`src/rtl/image_pkg.sv`:
```
// Shared image geometry, stream beat payload and reader state encoding.
package image_pkg;

    localparam int unsigned X_MAX       = 200;
    localparam int unsigned Y_MAX       = 200;
    localparam int unsigned PIXEL_DEPTH = 8;
    localparam int unsigned X_W         = $clog2(X_MAX);
    localparam int unsigned Y_W         = $clog2(Y_MAX);

    typedef struct packed {
        logic [PIXEL_DEPTH-1:0] data;
        logic [X_W-1:0]         x;
        logic [Y_W-1:0]         y;
        logic                   eol;
        logic                   last;
    } pix_beat_t;

    typedef enum logic [1:0] {
        IDLE,
        READ,
        DRAIN,
        DONE
    } reader_state_t;

endpackage

```
`src/rtl/pixel_skid_fifo.sv`:
```
// Two-entry FIFO of pixel beats between the SRAM read return and the output stream.
module pixel_skid_fifo
    import image_pkg::*;
(
    input  logic      clk,
    input  logic      n_rst,
    input  logic      push,
    input  logic      pop,
    input  logic      flush,
    input  pix_beat_t din,
    output pix_beat_t dout,
    output logic [1:0] count
);

    pix_beat_t mem [2];
    logic      wr_ptr;
    logic      rd_ptr;
    logic      do_push;
    logic      do_pop;

    assign do_pop  = pop && (count != 2'd0);
    assign do_push = push && ((count != 2'd2) || do_pop);
    assign dout    = mem[rd_ptr];

    always_ff @(posedge clk or negedge n_rst) begin
        if (!n_rst) begin
            for (int i = 0; i < 2; i++) begin
                mem[i] <= '0;
            end
            wr_ptr <= 1'b0;
            rd_ptr <= 1'b0;
            count  <= 2'd0;
        end else if (flush) begin
            wr_ptr <= 1'b0;
            rd_ptr <= 1'b0;
            count  <= 2'd0;
        end else begin
            if (do_push) begin
                mem[wr_ptr] <= din;
                wr_ptr      <= ~wr_ptr;
            end
            if (do_pop) begin
                rd_ptr <= ~rd_ptr;
            end
            count <= count + 2'(do_push) - 2'(do_pop);
        end
    end

endmodule

```
`src/rtl/conv_frame_reader.sv`:
```
// Reads a finished convolution frame from SRAM in raster order and streams it
// out over valid/ready, never issuing a read whose data could not be stored.
module conv_frame_reader
    import image_pkg::*;
(
    input  logic                   clk,
    input  logic                   n_rst,
    input  logic                   start,
    input  logic                   abort,
    input  logic [X_W-1:0]         max_x,
    input  logic [Y_W-1:0]         max_y,
    output logic [X_W:0]           x_addr_conv,
    output logic [Y_W:0]           y_addr_conv,
    output logic                   ren_conv,
    input  logic [PIXEL_DEPTH-1:0] rdat_conv,
    output logic                   out_valid,
    input  logic                   out_ready,
    output logic [PIXEL_DEPTH-1:0] out_data,
    output logic [X_W-1:0]         out_x,
    output logic [Y_W-1:0]         out_y,
    output logic                   out_eol,
    output logic                   out_last,
    output logic                   busy,
    output logic                   done
);

    reader_state_t  state;
    logic [X_W-1:0] lim_x;
    logic [X_W-1:0] cur_x;
    logic [X_W-1:0] x_addr;
    logic [Y_W-1:0] lim_y;
    logic [Y_W-1:0] cur_y;
    logic [Y_W-1:0] y_addr;
    logic           inflight;
    pix_beat_t      tag;
    pix_beat_t      push_beat;
    pix_beat_t      head;
    logic [1:0]     fifo_count;
    logic [2:0]     occ_c;
    logic           pop_c;
    logic           kill_c;
    logic           issue_c;
    logic           row_end_c;
    logic           frame_end_c;

    // Occupancy after this edge's pop; reads stop once FIFO plus in-flight would reach two.
    assign pop_c       = out_valid && out_ready;
    assign kill_c      = abort && (state != IDLE);
    assign occ_c       = 3'(fifo_count) + 3'(inflight) - 3'(pop_c);
    assign issue_c     = (state == READ) && (occ_c < 3'd2);
    assign row_end_c   = (cur_x == lim_x);
    assign frame_end_c = row_end_c && (cur_y == lim_y);

    always_comb begin
        push_beat      = tag;
        push_beat.data = rdat_conv;
    end

    pixel_skid_fifo u_fifo (
        .clk   (clk),
        .n_rst (n_rst),
        .push  (inflight && !kill_c),
        .pop   (pop_c),
        .flush (kill_c),
        .din   (push_beat),
        .dout  (head),
        .count (fifo_count)
    );

    assign out_valid   = (fifo_count != 2'd0);
    assign out_data    = head.data;
    assign out_x       = head.x;
    assign out_y       = head.y;
    assign out_eol     = head.eol;
    assign out_last    = head.last;
    assign x_addr_conv = {1'b0, x_addr};
    assign y_addr_conv = {1'b0, y_addr};

    always_ff @(posedge clk or negedge n_rst) begin
        if (!n_rst) begin
            state    <= IDLE;
            lim_x    <= '0;
            lim_y    <= '0;
            cur_x    <= '0;
            cur_y    <= '0;
            x_addr   <= '0;
            y_addr   <= '0;
            tag      <= '0;
            inflight <= 1'b0;
            ren_conv <= 1'b0;
            busy     <= 1'b0;
            done     <= 1'b0;
        end else if (kill_c) begin
            state    <= IDLE;
            inflight <= 1'b0;
            ren_conv <= 1'b0;
            busy     <= 1'b0;
            done     <= 1'b0;
        end else begin
            ren_conv <= issue_c;
            inflight <= issue_c;
            done     <= 1'b0;
            // Beat tags travel with the read so the FIFO never has to recompute position.
            if (issue_c) begin
                x_addr <= cur_x;
                y_addr <= cur_y;
                tag    <= '{data: '0, x: cur_x, y: cur_y, eol: row_end_c, last: frame_end_c};
                if (row_end_c) begin
                    cur_x <= '0;
                    cur_y <= cur_y + Y_W'(1);
                end else begin
                    cur_x <= cur_x + X_W'(1);
                end
            end
            case (state)
                IDLE: begin
                    if (start) begin
                        state <= READ;
                        busy  <= 1'b1;
                        lim_x <= max_x;
                        lim_y <= max_y;
                        cur_x <= '0;
                        cur_y <= '0;
                    end
                end
                READ: begin
                    if (issue_c && frame_end_c) begin
                        state <= DRAIN;
                    end
                end
                DRAIN: begin
                    if (pop_c && out_last) begin
                        state <= DONE;
                        done  <= 1'b1;
                    end
                end
                DONE: begin
                    state <= IDLE;
                    busy  <= 1'b0;
                end
                default: state <= IDLE;
            endcase
        end
    end

endmodule

```
`config.mk`:
```
export PLATFORM = sky130hd
export DESIGN_NAME = conv_frame_reader
export DESIGN_NICKNAME = d
export VERILOG_FILES = /design/src/rtl/image_pkg.sv /design/src/rtl/pixel_skid_fifo.sv /design/src/rtl/conv_frame_reader.sv
export SDC_FILE = /design/constraint.sdc
export NUM_CORES = 1
export LEC_CHECK = 0
export CORE_MARGIN = 5
export CORE_UTILIZATION = 40
export DETAILED_ROUTE_END_ITERATION = 12
export PLACE_DENSITY = 0.7
export SETUP_SLACK_MARGIN = 0.02
export SLEW_MARGIN = 20
export SYNTH_ARGS = -nofsm -noshare
export SYNTH_HDL_FRONTEND = slang
export SYNTH_HIERARCHICAL = 1
export SYNTH_SLANG_ARGS = --single-unit
```
`constraint.sdc`:
```
create_clock -name clk -period 2.7 [get_ports clk]
set_input_delay 0.54 -clock clk [delete_from_list [all_inputs] [get_ports clk]]
set_output_delay 0.54 -clock clk [all_outputs]
set_load 0.02 [all_outputs]
```
==> flow_metrics.env <==
export IMPL_vias_per_cell=5.101
export IMPL_cpMaxStageDelayCell="or4_4"
export IMPL_finalMaxSlewViolations=0
export IMPL_placed_cells=675
export IMPL_multiInputGateArea_mm2=0.002392
export IMPL_worstSetupStartpointType="flop"
export IMPL_layout_drive_gt1_share_pct=29.26
export IMPL_ff_latch_area_mm2=0.002779
export IMPL_wl_met3_um=612
export IMPL_setup_viol=0
export IMPL_via_count=3530
export IMPL_p_int_mw=3.973
export IMPL_utilization_pct=50.42
export IMPL_gr_total_overflow=0
export IMPL_cp_end_kind="flop"
export IMPL_first_global_vias=3683
export IMPL_drt_iter0_markers=280
export IMPL_gp_congestion=0.8227
export IMPL_placed_area_mm2=0.006341
export IMPL_status="complete, no violations"
export IMPL_synth_edf_count=0
export IMPL_hold_violations=0
export IMPL_criticalPathCategory="flop to flop"
export IMPL_slowest_delay_ns=0.55
export IMPL_syn_inst=439
export IMPL_io_pins=77
export IMPL_grt_max_degree=57
export IMPL_dieArea_mm2=0.01591
export IMPL_timing_fmax_ghz=0.3895
export IMPL_drc=0
export IMPL_cts_tree="built"
export IMPL_ant_nets=0
export IMPL_cts_hold_buf=0
export IMPL_dpl_hpwl_mm=7.818
export IMPL_critPathMaxFanout=5
export IMPL_numCtsBuffers=9
export IMPL_rsz0062_at_grt="no"
export IMPL_layout_commonest_cell="dfrtp_1"
export IMPL_clock_latency_ns=0.34
export IMPL_die_width_um=126.2
export IMPL_reg2reg_slack_ns=0.13
export IMPL_design_area_mm2=0.006676
export IMPL_chipHeight_um=126.2
export IMPL_final_cell_count_no_fill=692
export IMPL_power_density_mw_per_mm2=898.0
export IMPL_seq_power_share_pct=38.1
export IMPL_clk_pin_slew_ns=0.07
export IMPL_diodes=0
export IMPL_syn_to_final_growth_pct=23.72
export IMPL_num_rows=42
export IMPL_port_buffers=74
export IMPL_p_leak_nw=3.205
export IMPL_hold_path_class="primary input to asynchronous set/reset pin"
export IMPL_core_mm2=0.01324
export IMPL_power_switching_mw=2.022
export IMPL_mostFrequentLayoutCells="dfrtp_1, mux2_2, clkdlybuf4s50_1"
export IMPL_wl_per_cell_um=16.12
export IMPL_grt_pass1_wl_mm=19.14
export IMPL_period_share_pct=95.09
export IMPL_worstMarginPinSlew_ns=0.7454
export IMPL_ir_worst_vdd_v=0.0003523
export IMPL_p_clk_share_pct=21.8
export IMPL_top_layer="met4"
export IMPL_fin_crit_ns=2.568
export IMPL_cap_violations=0
export IMPL_worst_ep_required_time_ns=2.96
export IMPL_avgSynthCellArea_um2=12.29
export IMPL_synthArstFlopShare_pct=100.0
export IMPL_ys_flop_type="dfrtp_1"
export IMPL_clockBufferDepth=2
export IMPL_fin_ws_ns=0.1325
export IMPL_dr_pass1_iters=4
export IMPL_met2WireLength_mm=4.968
export IMPL_reg2reg_depth=9
export IMPL_grt_antenna_before_repair=0
export IMPL_clock_sinks=111
export IMPL_fin_worst_skew_ns=0.007085
export IMPL_yosys_warnings=6
export IMPL_num_nets_final=550
export IMPL_cp_arrival_ns=2.83
export IMPL_ys_seq_elements=111
export IMPL_n_fill_cell=1163
export IMPL_synth_cell_types=48
export IMPL_slew_headroom_pct=50.30
export IMPL_root_buffer="clkbuf_16"
export IMPL_routed_wirelength_mm=11.15
export IMPL_fin_setup_tns_ns=0
export IMPL_preCtsSetupSlack_ns=-0.4569
export IMPL_crit_chain="or2_4, nand2_4, nor2_4, fa_1, and2_4, and3_4, nand4_4, or4_4, a21oi_2"
export IMPL_swShare_pct=33.73
export IMPL_combinationalPowerShare_pct=40.1
export IMPL_met1_length_mm=5.306
export IMPL_grtUsageTotal_pct=14.81
export IMPL_start_util_pct=40.75
export IMPL_htree_levels=3
export IMPL_synth_yosys_seq_area_share_pct=51.47
export IMPL_syn_area_mm2=0.005396
power groups by stage:
stage	combinational [mW]	sequential, mW	clock [mW]
2_1_floorplan	1.61	2.26	0
3_3_place_gp	2.34	2.29	0
3_5_place_dp	2.40	2.32	0
4_1_cts	2.44	2.29	1.35
5_1_grt	2.63	2.33	1.41
6_report	2.41	2.28	1.31
synthesized netlist by cell type (all sizes together), types with 2 or more instances:
cell | instances | share of area [%]
or4 | 2 | 0.28
nand2 | 63 | 4.4
nand4 | 9 | 1.3
a21oi | 6 | 0.56
o21a | 2 | 0.28
clkbuf | 7 | 0.51
nor2b | 3 | 0.35
nand3 | 4 | 0.46
nor2 | 20 | 1.4
and3 | 2 | 0.23
and2 | 3 | 0.35
or3 | 2 | 0.28
buf | 28 | 4.1
nand2b | 2 | 0.23
ha | 8 | 1.9
o31ai | 4 | 0.56
xor2 | 23 | 3.7
dfrtp | 111 | 51
nor4 | 5 | 1.1
o21ai | 6 | 0.56
o211a | 2 | 0.37
inv | 9 | 0.63
or2 | 2 | 0.23
xnor2 | 6 | 0.97
mux2 | 94 | 21
mux2i | 3 | 0.56
state kept, by name (all words and copies together), names as in the netlist:
register	flops
u_fifo/wr_ptr	1
u_fifo/count	2
lim_y	8
state	2
busy	1
lim_x	8
cur_x	8
u_fifo/rd_ptr	1
done	1
u_fifo/mem	52
inflight	1
cur_y	8
push_beat	18
layer usage:
layer | vias to the layer above | track usage [%]
met4 | 0 | 6.562
met1 | 1762 | 20.81
met5 | - | 0
met3 | 22 | 2.794
li1 | 1641 | -
met2 | 105 | 22.35
stage by stage:
step / total power, mW / hold slack (ns)
after floorplan: 3.876 / 0.2444
after global placement: 4.629 / 0.4826
after detailed placement: 4.717 / 0.4867
after CTS: 6.073 / 0.2853
after global routing: 6.373 / 0.3289
final: 5.995 / 0.2734
worst paths after layout:
kind                            startpoint        endpoint
setup / recovery           u_fifo/count[1]        cur_y[6]
hold / removal                       n_rst  u_fifo/mem[24]
setup reg to reg           u_fifo/count[1]        cur_y[6]
hold reg to reg                   lim_x[0]        lim_x[0]
max in group asynchronous            n_rst  u_fifo/mem[38]
min in group clk                  lim_x[0]        lim_x[0]
cells by family after synthesis:
kind of cell / Yosys count / share of synthesized area, %
AO/OA/AOI/OAI: 27 / 3.385
other: 1 / 0.06949
XOR/XNOR: 29 / 4.707
AND/OR/NAND/NOR: 121 / 11.31
flip-flops: 111 / 51.47
adder cells (fa/ha/maj): 9 / 2.226
buffers and inverters: 44 / 5.263
multiplexers: 97 / 21.56
layout make-up:
cell class / instances / area share (%)
inverter: 9 / 0.5060
timing repair buffer: 95 / 14.39
multi-input combinational: 286 / 35.83
clock buffer: 12 / 3.692
sequential: 111 / 41.62
clock inverter: 3 / 0.6559
tap: 176 / 3.298
worst max-delay path: cells and delay by family, from the launching register on:
kind                     cells  cell delay (ns)
AND/OR/NAND/NOR              7             1.38
AO/OA/AOI/OAI                1             0.16
adder cells (fa/ha/maj)      1             0.53
flip-flops                   1             0.41
repair_timing:
item / CTS / global route
gates cloned: 1 / 0
setup endpoints to repair: 8 / 26
setup buffers: 2 / 0
pin swaps: 2 / 5
gates resized for setup: 4 / 3
Power figures use the tool's default switching activity.
